[config.mk]
export PLATFORM = sky130hd
export DESIGN_NAME = imem_loader
export DESIGN_NICKNAME = d
export VERILOG_FILES = /design/src/rtl/imem_loader_pkg.sv /design/src/rtl/imem_loader.sv
export SDC_FILE = /design/constraint.sdc
export NUM_CORES = 1
export LEC_CHECK = 0
export CORE_MARGIN = 3
export CORE_UTILIZATION = 30
export CTS_BUF_LIST = sky130_fd_sc_hd__clkbuf_4 sky130_fd_sc_hd__clkbuf_8 sky130_fd_sc_hd__clkbuf_16
export DETAILED_ROUTE_END_ITERATION = 7
export SETUP_SLACK_MARGIN = 0.15
export SLEW_MARGIN = 30
export SYNTH_ARGS = -nofsm -noshare
export SYNTH_HDL_FRONTEND = slang
export SYNTH_SLANG_ARGS = --single-unit
[constraint.sdc]
create_clock -name clk -period 2.26 [get_ports clk]
set_clock_uncertainty 0.05 [all_clocks]
set_input_delay 0.452 -clock clk [delete_from_list [all_inputs] [get_ports clk]]
set_output_delay 0.452 -clock clk [all_outputs]
set_load 0.01 [all_outputs]
[src/rtl/imem_loader_pkg.sv]
// ---------------------------------------------------------------------------
// imem_loader_pkg
//   Shared definitions for the instruction-memory loader and the fetch-side
//   byte memory. Both sides must agree on the number of bytes per word and
//   on the byte order: byte k of a word lives at address base + k
//   (little-endian).
// ---------------------------------------------------------------------------
package imem_loader_pkg;

    localparam int BYTES_PER_WORD = 4;

    // Loader FSM encodings
    typedef enum logic [1:0] {
        ST_IDLE   = 2'd0,
        ST_ACCEPT = 2'd1,
        ST_WRITE  = 2'd2,
        ST_DONE   = 2'd3
    } state_t;

    // Index of the final byte beat of a word
    localparam logic [1:0] BEAT_LAST = 2'(BYTES_PER_WORD - 1);

endpackage

[src/rtl/imem_loader.sv]
// ---------------------------------------------------------------------------
// imem_loader
//   Accepts 32-bit instruction words on a valid/ready stream and writes each
//   one into the byte-wide text memory as four consecutive byte writes,
//   lowest byte first, so a fetch of {m[a+3],m[a+2],m[a+1],m[a]} returns
//   the original word.
//
// Parameters
//   DEPTH  bits per memory entry (one byte)
//   WIDTH  number of byte entries in the text memory (power of two)
//
// Ports
//   clk, rst            clock, asynchronous active-high reset
//   start, base_addr    open a session at base_addr (only honoured in IDLE)
//   word_valid/_data/_last/_ready   instruction word stream
//   mem_we/_waddr/_wdata            byte write port of the text memory
//   busy                session in progress
//   done                one-cycle pulse once the last byte is written
//   wrapped             sticky: the write address rolled past WIDTH-1
//   words_loaded        words fully written this session (saturating)
//
// Every output is a flop; nothing combinational reaches an output.
// ---------------------------------------------------------------------------
module imem_loader
    import imem_loader_pkg::*;
#(
    parameter int DEPTH = 8,
    parameter int WIDTH = 128
) (
    input  logic                       clk,
    input  logic                       rst,
    input  logic                       start,
    input  logic [$clog2(WIDTH)-1:0]   base_addr,
    input  logic                       word_valid,
    input  logic [4*DEPTH-1:0]         word_data,
    input  logic                       word_last,
    output logic                       word_ready,
    output logic                       mem_we,
    output logic [$clog2(WIDTH)-1:0]   mem_waddr,
    output logic [DEPTH-1:0]           mem_wdata,
    output logic                       busy,
    output logic                       done,
    output logic                       wrapped,
    output logic [$clog2(WIDTH):0]     words_loaded
);

    localparam int AW = $clog2(WIDTH);
    localparam int CW = AW + 1;

    state_t                r_state;
    logic [AW-1:0]         r_addr;
    logic [1:0]            r_idx;
    logic [4*DEPTH-1:0]    r_word;
    logic                  r_last;
    logic                  r_ready;
    logic                  r_we;
    logic [AW-1:0]         r_waddr;
    logic [DEPTH-1:0]      r_wdata;
    logic                  r_busy;
    logic                  r_done;
    logic                  r_wrapped;
    logic [CW-1:0]         r_words;

    always_ff @(posedge clk or posedge rst) begin
        if (rst) begin
            r_state   <= ST_IDLE;
            r_addr    <= '0;
            r_idx     <= '0;
            r_word    <= '0;
            r_last    <= 1'b0;
            r_ready   <= 1'b0;
            r_we      <= 1'b0;
            r_waddr   <= '0;
            r_wdata   <= '0;
            r_busy    <= 1'b0;
            r_done    <= 1'b0;
            r_wrapped <= 1'b0;
            r_words   <= '0;
        end else begin
            case (r_state)
                ST_IDLE: begin
                    // word_valid is deliberately ignored here: a word can only
                    // be taken once ready has been presented in ACCEPT.
                    if (start) begin
                        r_addr    <= base_addr;
                        r_words   <= '0;
                        r_wrapped <= 1'b0;
                        r_busy    <= 1'b1;
                        r_ready   <= 1'b1;
                        r_state   <= ST_ACCEPT;
                    end
                end

                ST_ACCEPT: begin
                    if (word_valid && r_ready) begin
                        // Beat 0 goes out on the very next cycle, so load
                        // the write port straight from the input word.
                        r_word  <= word_data;
                        r_last  <= word_last;
                        r_idx   <= '0;
                        r_ready <= 1'b0;
                        r_we    <= 1'b1;
                        r_waddr <= r_addr;
                        r_wdata <= word_data[DEPTH-1:0];
                        r_state <= ST_WRITE;
                    end
                end

                ST_WRITE: begin
                    r_addr <= r_addr + AW'(1);
                    if (r_addr == '1)
                        r_wrapped <= 1'b1;
                    if (r_idx == BEAT_LAST) begin
                        r_we <= 1'b0;
                        if (r_words != '1)
                            r_words <= r_words + CW'(1);
                        if (r_last) begin
                            r_done  <= 1'b1;
                            r_state <= ST_DONE;
                        end else begin
                            r_ready <= 1'b1;
                            r_state <= ST_ACCEPT;
                        end
                    end else begin
                        // Word register shifts down one byte per beat so the
                        // next byte is always sitting in its second slot.
                        r_idx   <= r_idx + 2'd1;
                        r_word  <= r_word >> DEPTH;
                        r_waddr <= r_addr + AW'(1);
                        r_wdata <= r_word[2*DEPTH-1 -: DEPTH];
                    end
                end

                ST_DONE: begin
                    r_done  <= 1'b0;
                    r_busy  <= 1'b0;
                    r_state <= ST_IDLE;
                end

                default: r_state <= ST_IDLE;
            endcase
        end
    end

    assign word_ready   = r_ready;
    assign mem_we       = r_we;
    assign mem_waddr    = r_waddr;
    assign mem_wdata    = r_wdata;
    assign busy         = r_busy;
    assign done         = r_done;
    assign wrapped      = r_wrapped;
    assign words_loaded = r_words;

endmodule

==> results by group, run 1 <==
Global route
  • Initial antenna violation count: 0
  • Vias in the first global route: 2315
  • Total grt overflow: 0
  • First-pass GRT wire length: 11400 um
  • Total Routing Usage GR: 0.125
  • Largest net degree at the start of global routing: 43

Power
  • PD cells: 1250 nW/um2
  • Tot Pwr: slightly above 5 mW
  • Leak pwr: around 1.8 nW
  • Reg power frac: 0.393
  • Max VDD drop: a little under 0.0006 V
  • Logic pwr share: 0.404
  • Sw Share: 0.347
  • Clock network fraction of total power: 0.203
  • Net switching power: 1.78 mW
  • Int Pwr: approximately 3.3 mW

STA
  • Hold Slack: 0.345 ns
  • Peak Freq: about 0.54 GHz
  • RSZ-0062 raised after global routing: no
  • Worst Max-Slew Pin Slew: ~0.52 ns
  • Period utilization: 0.827
  • Count of final hold-check violations: 0
  • Relative slew slack: 0.650
  • Setup_tns: 0 ns
  • Final WS setup: 0.392 ns
  • Final setup fails: 0
  • Max Slew Vio Count: 0
  • Final min period: between 1.5 and 2 ns

Clocking
  • Clk sink count: 64
  • Clock slew at reported path FFs: ~0.07 ns
  • CTS tree: done
  • Post_cts resized: 0
  • Htree depth: 3
  • Hold_buf cts: 0
  • Max Root-Sink Buffers: 2
  • Worst-skew pair later-pin latency: 0.33 ns
  • Clock Tree Root: clkbuf_8
  • Num CTS Buffers: 9
  • Post-CTS Setup Repair Bufs: 0

Die
  • Core region area: 9860 um2
  • # IOs: between 70 and 80
  • Cell Rows: 36
  • Full die area: 11500 um2
  • Height of the die: 107 um
  • Initial Util: 0.310
  • Die extent in x: 107 um

Drt
  • DR vias/cell: 4.69
  • DRT Pass-1 Iters: 4
  • Final antenna-violating net count: 0
  • Vias: 2339
  • WL/cell: 13.6 um
  • # DRC: 0
  • 1st-iter DRT viols: 75
  • Total Wirelength: slightly below 7000 um

Placed design
  • Port buffer count: roughly 70
  • Hpwl dp: around 5000 um
  • Placed Cells: 485
  • Final GP Congestion: 0.802
  • Post-DP Area: 3910 um2
  • Pre-CTS worst setup slack: 0.154 ns

Yosys
  • Synth warnings: 0
  • Synth Area per Inst: 10.3 um2
  • Gate count after technology mapping: about 300
  • Unique masters post-synth: 40
  • Mapped Area: between 3000 and 4000 um2
  • Post-synthesis sequential area ratio: 0.523
  • Seq cells post-synth: 64
  • Syn Nets: approximately 350

Finish
  • Most common cell after layout, fill and taps aside: clkdlybuf4s50_1
  • Number of diodes: 0
  • # fillers: approximately 960
  • Final Net Count: 410
  • Post-route design area: 4110 um2
  • P&R area growth vs syn: 34.3%
  • Leading cell types in the layout, fill and taps excluded: clkdlybuf4s50_1 (71), dfrtp_1 (64), nand2_1 (44)
  • Final Util: 0.417
  • Share of layout cells above drive strength 1: 0.0902
  • Final std cells w/o fill: 499

Critical path
  • Critical path cell sequence: clkdlybuf4s50_1
  • CP max stage delay: 0.58 ns
  • Reg2Reg Setup Slack: 0.41 ns
  • Crit path max-delay family: buffers and inverters
  • Critical path class: reg -> out
  • Slowest library cell on the worst path: clkdlybuf4s50_1
  • Buf+Inv Stages, Crit Path: 1
  • Crit path launch: words_loaded[4]$_DFFE_PP0P_
  • Worst setup SP type: flop
  • Crit path max fanout: 7
  • CP endpoint kind: output port
  • WP data arrival: 1.37 ns
  • Worst r2r src: r_state[1]$_DFFE_PP0P_
  • Worst EP required: 1.76 ns

Flow run
  • Max Cap Violations: 0

Hold path
  • Worst Hold Class: in -> async

Outcome
  • Status: completed
layout make-up:
type,count,area (um2),share of cell area
clock buffer,10,138,0.0335
clock inverter,4,70.1,0.0170
tap,133,166,0.0405
timing repair buffer,79,833,0.203
inverter,7,26.3,0.00639
multi-input combinational,202,1280,0.311
sequential,64,1600,0.389
cells by family after synthesis:
| group | count (synthesis) | synth area share |
|---|---|---|
| AND/OR/NAND/NOR | 85 | 0.132 |
| AO/OA/AOI/OAI | 80 | 0.161 |
| flip-flops | 64 | 0.523 |
| buffers and inverters | 32 | 0.0621 |
| multiplexers | 28 | 0.0924 |
| XOR/XNOR | 6 | 0.0172 |
| adder cells (fa/ha/maj) | 3 | 0.0123 |
power by group through the flow:
stage | sequential, mW | combinational, mW | clock [mW]
floorplan | 1.96 | 1.45 | 0
finish | 2.01 | 2.07 | 1.04
global route | 2.10 | 2.33 | 1.12
CTS | 2.02 | 2.11 | 1.09
detailed placement | 2.04 | 2.10 | 0
global placement | 2.02 | 2.06 | 0
layer usage:
metal | share of wire | wire [um] | vias to the layer above | global-route usage
met3 | 0.052 | 355 | 5 | 0.0379
met2 | 0.45 | 3070 | 65 | 0.181
met5 | 0 | 0 | - | 0
li1 | - | - | 1166 | -
met4 | 0.0084 | 57 | 0 | 0.0320
met1 | 0.49 | 3290 | 1103 | 0.182
state kept, by name, summed over array words and instances, names as in the netlist:
signal,flops
r_word,32
words_loaded,8
mem_waddr,7
r_addr,7
r_idx,2
r_state,2
busy,1
done,1
mem_we,1
r_last,1
word_ready,1
wrapped,1
final timing paths:
path | end | cells after the start
setup / recovery | words_loaded[4] | 1
hold / removal | words_loaded[4]$_DFFE_PP0P_ | 2
setup reg to reg | words_loaded[5]$_DFFE_PP0P_ | 4
hold reg to reg | r_word[14]$_DFFE_PP0P_ | 2
max in group asynchronous | r_word[22]$_DFFE_PP0P_ | 3
min in group clk | r_word[14]$_DFFE_PP0P_ | 2
cells in the mapped netlist:
cell,instances,area share
o21ai_0,19,0.031
xnor2_1,6,0.017
a21oi_1,13,0.021
or3_1,2,0.0041
inv_1,7,0.0086
o21ai_1,23,0.038
or3b_1,1,0.0029
dfrtp_1,64,0.52
nand3_1,6,0.0098
and2b_1,1,0.0025
or4_1,2,0.0049
nand4_1,2,0.0041
mux2_2,2,0.0074
and3_1,1,0.0020
a22o_1,10,0.029
buf_2,8,0.013
and2_1,1,0.0020
a211oi_2,3,0.012
buf_4,12,0.029
ha_1,3,0.012
o31ai_1,4,0.0098
nor3_2,1,0.0033
a31oi_1,3,0.0061
a21o_1,2,0.0049
mux2i_1,26,0.085
nor2_1,12,0.015
or2_1,1,0.0020
nand4b_1,1,0.0029
o22ai_1,2,0.0041
nand2_4,1,0.0037
nand2b_1,2,0.0041
and4b_1,1,0.0033
nand2_1,44,0.054
nor3_1,1,0.0016
clkbuf_1,3,0.0037
o221ai_2,1,0.0049
nor2_2,1,0.0020
buf_6,2,0.0074
nor3b_1,1,0.0025
nor2b_1,3,0.0061
Power figures use the tool's default switching activity.
==> inputs of run 2 (changes only) <==
==> constraint.sdc (replaced) <==
create_clock -name clk -period 1.7 [get_ports clk]
set_clock_uncertainty 0.05 [all_clocks]
set_input_delay 0.34 -clock clk [delete_from_list [all_inputs] [get_ports clk]]
set_output_delay 0.34 -clock clk [all_outputs]
set_load 0.01 [all_outputs]
==> run 2 against run 1 <==
The flow now finishes with violations (negative setup slack). Cell area rose by 13%. Setup slack worse by 0.41 ns. Count of clock-buffer cells in the layout rose by 1. Die area did not move. Largest power group unchanged. Global-route usage rose by 1.3 points. Critical path type is now reg -> reg. Non-clock buffer count is 43 higher. First-iteration DRC count increased by 64%.
==> results by group, run 2 (same netlist as run 1, synthesis figures left out) <==
Outcome
  • Status: finished, violations left
  • Failing checks: negative setup slack

Die
  • Initial Util: 0.310 (unchanged)
  • Full die area: 11500 um2 (unchanged)
  • Core region area: 9860 um2 (unchanged)
  • Die extent in x: 107 um (unchanged)
  • Cell Rows: 36 (unchanged)
  • Height of the die: 107 um (unchanged)
  • # IOs: 72 (unchanged)

Finish
  • Final Util: 0.472 (+0.0549)
  • Post-route design area: 4650 um2 (+13%)
  • Max FFs per register: 32 (unchanged)
  • Seq. cell area: 1610 um2 (+0.31%)
  • Number of diodes: 0 (unchanged)
  • Reg with most FFs: r_word
  • Leading cell types in the layout, fill and taps excluded: dfrtp_1 (60), clkdlybuf4s50_1 (43), nand2_1 (36)
  • P&R area growth vs syn: 52.0%
  • Most common cell after layout, fill and taps aside: dfrtp_1
  • Final Net Count: 454 (+11%)
  • # fillers: 933 (-2.6%)
  • Share of layout cells above drive strength 1: 0.273 (+0.182)
  • Area occupied by multi-input gates: 1450 um2 (+13%)

Global route
  • Vias in the first global route: 2528 (+9.2%)
  • Total Routing Usage GR: 0.138 (+0.0127)
  • Initial antenna violation count: 0 (unchanged)
  • Total grt overflow: 0 (unchanged)
  • Largest net degree at the start of global routing: 65 (+51%)
  • First-pass GRT wire length: 12400 um (+9.5%)

STA
  • Count of final hold-check violations: 0 (unchanged)
  • Final min period: 1.72 ns
  • Hold Slack: 0.377 ns (+0.0314 ns)
  • Final setup fails: 1 (+1)
  • RSZ-0062 raised after global routing: yes
  • Max Slew Vio Count: 0 (unchanged)
  • Worst Max-Slew Pin Slew: 0.366 ns (-0.157 ns)
  • Period utilization: 1.01
  • Final WS setup: -0.0214 ns (-0.413 ns)
  • Peak Freq: 0.581 GHz
  • Relative slew slack: 0.756 (+0.105)

Clocking
  • CTS tree: done
  • Num CTS Buffers: 9 (unchanged)
  • Clock Tree Root: clkbuf_8
  • Htree depth: 3 (unchanged)
  • Hold_buf cts: 0 (unchanged)
  • Worst-skew pair later-pin latency: 0.33 ns (about the same)
  • Clk sink count: 64 (unchanged)
  • Max Root-Sink Buffers: 2 (unchanged)
  • Clock slew at reported path FFs: 0.07 ns (about the same)

Power
  • Sw Share: 0.371 (+0.0245)
  • Logic pwr share: 0.499 (+0.095)
  • Clock network fraction of total power: 0.147 (-0.056)
  • PD cells: 1640 nW/um2 (+31%)
  • Reg power frac: 0.354 (-0.039)
  • Max VDD drop: 0.000786 V (+32%)
  • Leak pwr: 2.19 nW (+19%)
  • Tot Pwr: 7.61 mW (+48%)
  • Int Pwr: 4.78 mW (+43%)
  • Net switching power: 2.83 mW (+59%)

Placed design
  • Post-DP Area: 4020 um2 (+2.9%)
  • Final GP Congestion: 0.767 (-4.4%)
  • Port buffer count: 71 (unchanged)
  • Hpwl dp: 5110 um (+3.1%)

Drt
  • # DRC: 0 (unchanged)
  • Vias: 2607 (+11%)
  • DRT Pass-1 Iters: 4 (unchanged)
  • 1st-iter DRT viols: 123 (+64%)
  • Total Wirelength: 8300 um (+23%)
  • WL/cell: 15.3 um (+12%)
  • DR vias/cell: 4.79 (+2.2%)
  • Final antenna-violating net count: 0 (unchanged)

Critical path
  • WP data arrival: 1.92 ns (+0.55 ns)
  • Worst EP required: 1.89 ns (+0.13 ns)
  • Worst setup SP type: flop
  • CP endpoint kind: flop
  • Crit path max fanout: 6 (-1)
  • Critical path class: reg -> reg

Hold path
  • Worst Hold Class: in -> async

Flow run
  • Max Cap Violations: 0 (unchanged)
## run 2: cell types whose count changed in the layout (fill, tap and decap cells not counted), sizes merged
cell	delta
dlygate4sd2	+26
clkinv	+1
clkdlybuf4s50	-28
clkdlybuf4s15	+1
nor2	+1
clkbuf	+7
inv	-1
bufinv	-2
clkinvlp	+2
buf	+38
## run 2: worst paths after layout
path                                               end              startpoint  slack (ns)  cells past startpoint
setup / recovery           words_loaded[5]$_DFFE_PP0P_  r_state[1]$_DFFE_PP0P_       -0.02                      5
setup reg to reg           words_loaded[5]$_DFFE_PP0P_  r_state[1]$_DFFE_PP0P_       -0.02                      5
hold reg to reg                 r_word[16]$_DFFE_PP0P_  r_word[16]$_DFFE_PP0P_        0.43                      2
hold / removal                    r_idx[0]$_DFFE_PP0P_                     rst        0.38                      3
min in group clk                r_word[16]$_DFFE_PP0P_  r_word[16]$_DFFE_PP0P_        0.43                      2
max in group asynchronous       r_word[26]$_DFFE_PP0P_                     rst        0.90                      3
## run 2: through the flow
step / std cells / worst slack (ns) / TNS (ns)
6_report: 544 / -0.0214 / -0.0214
5_1_grt: 544 / -0.0803 / -0.132
4_1_cts: 524 / 0.0814 / 0
3_5_place_dp: 499 / -0.257 / -4.98
3_3_place_gp: 499 / -0.196 / -3.28
2_1_floorplan: 298 / 0.142 / 0
## run 2: routing by layer
metal / part of all wire / track usage / vias to the layer above
met3: 0.054 / 0.0433 / 12
met2: 0.48 / 0.208 / 74
met5: 0 / 0 / -
li1: - / - / 1259
met1: 0.45 / 0.191 / 1262
met4: 0.014 / 0.0393 / 0
## run 2: cell type report
cell class,count,share of cell area
flip-flops and latches,64,0.345
multi-input cells,203,0.311
repair buffers,122,0.267
well taps,133,0.0358
clock buffers,11,0.0298
inverters,7,0.00645
clock inverters,4,0.00484
## run 2: critical path, stage by stage, from the launching register on
cell and delay [ns]:
dfrtp_2 0.40, buf_6 0.13, and2b_2 0.25, o221ai_4 0.13
or4_1 0.47, a21oi_1 0.21
## run 2: power by group through the flow
stage,logic [mW],registers [mW],clock network [mW]
2_1_floorplan,1.93,2.61,0
3_3_place_gp,2.93,2.66,0
3_5_place_dp,2.99,2.70,0
4_1_cts,3.05,2.65,1.16
5_1_grt,4.19,2.80,1.22
6_report,3.80,2.70,1.12
## run 2: what timing repair did
| item | CTS | global route |
|---|---|---|
| gates resized for setup | 50 | 41 |
| buffers inserted | 9 | 13 |
| gates cloned | 1 | 7 |
| endpoints found under the setup margin | 84 | 42 |
| pin swaps | 5 | 19 |
==> inputs of run 3 (changes only) <==
--- a/config.mk
+++ b/config.mk
@@ -14,3 +14,4 @@
 export SYNTH_ARGS = -nofsm -noshare
 export SYNTH_HDL_FRONTEND = slang
 export SYNTH_SLANG_ARGS = --single-unit
+export TNS_END_PERCENT = 100
==> results of run 3 <==
Final layout, timing and power as in run 2 (identical DEF).
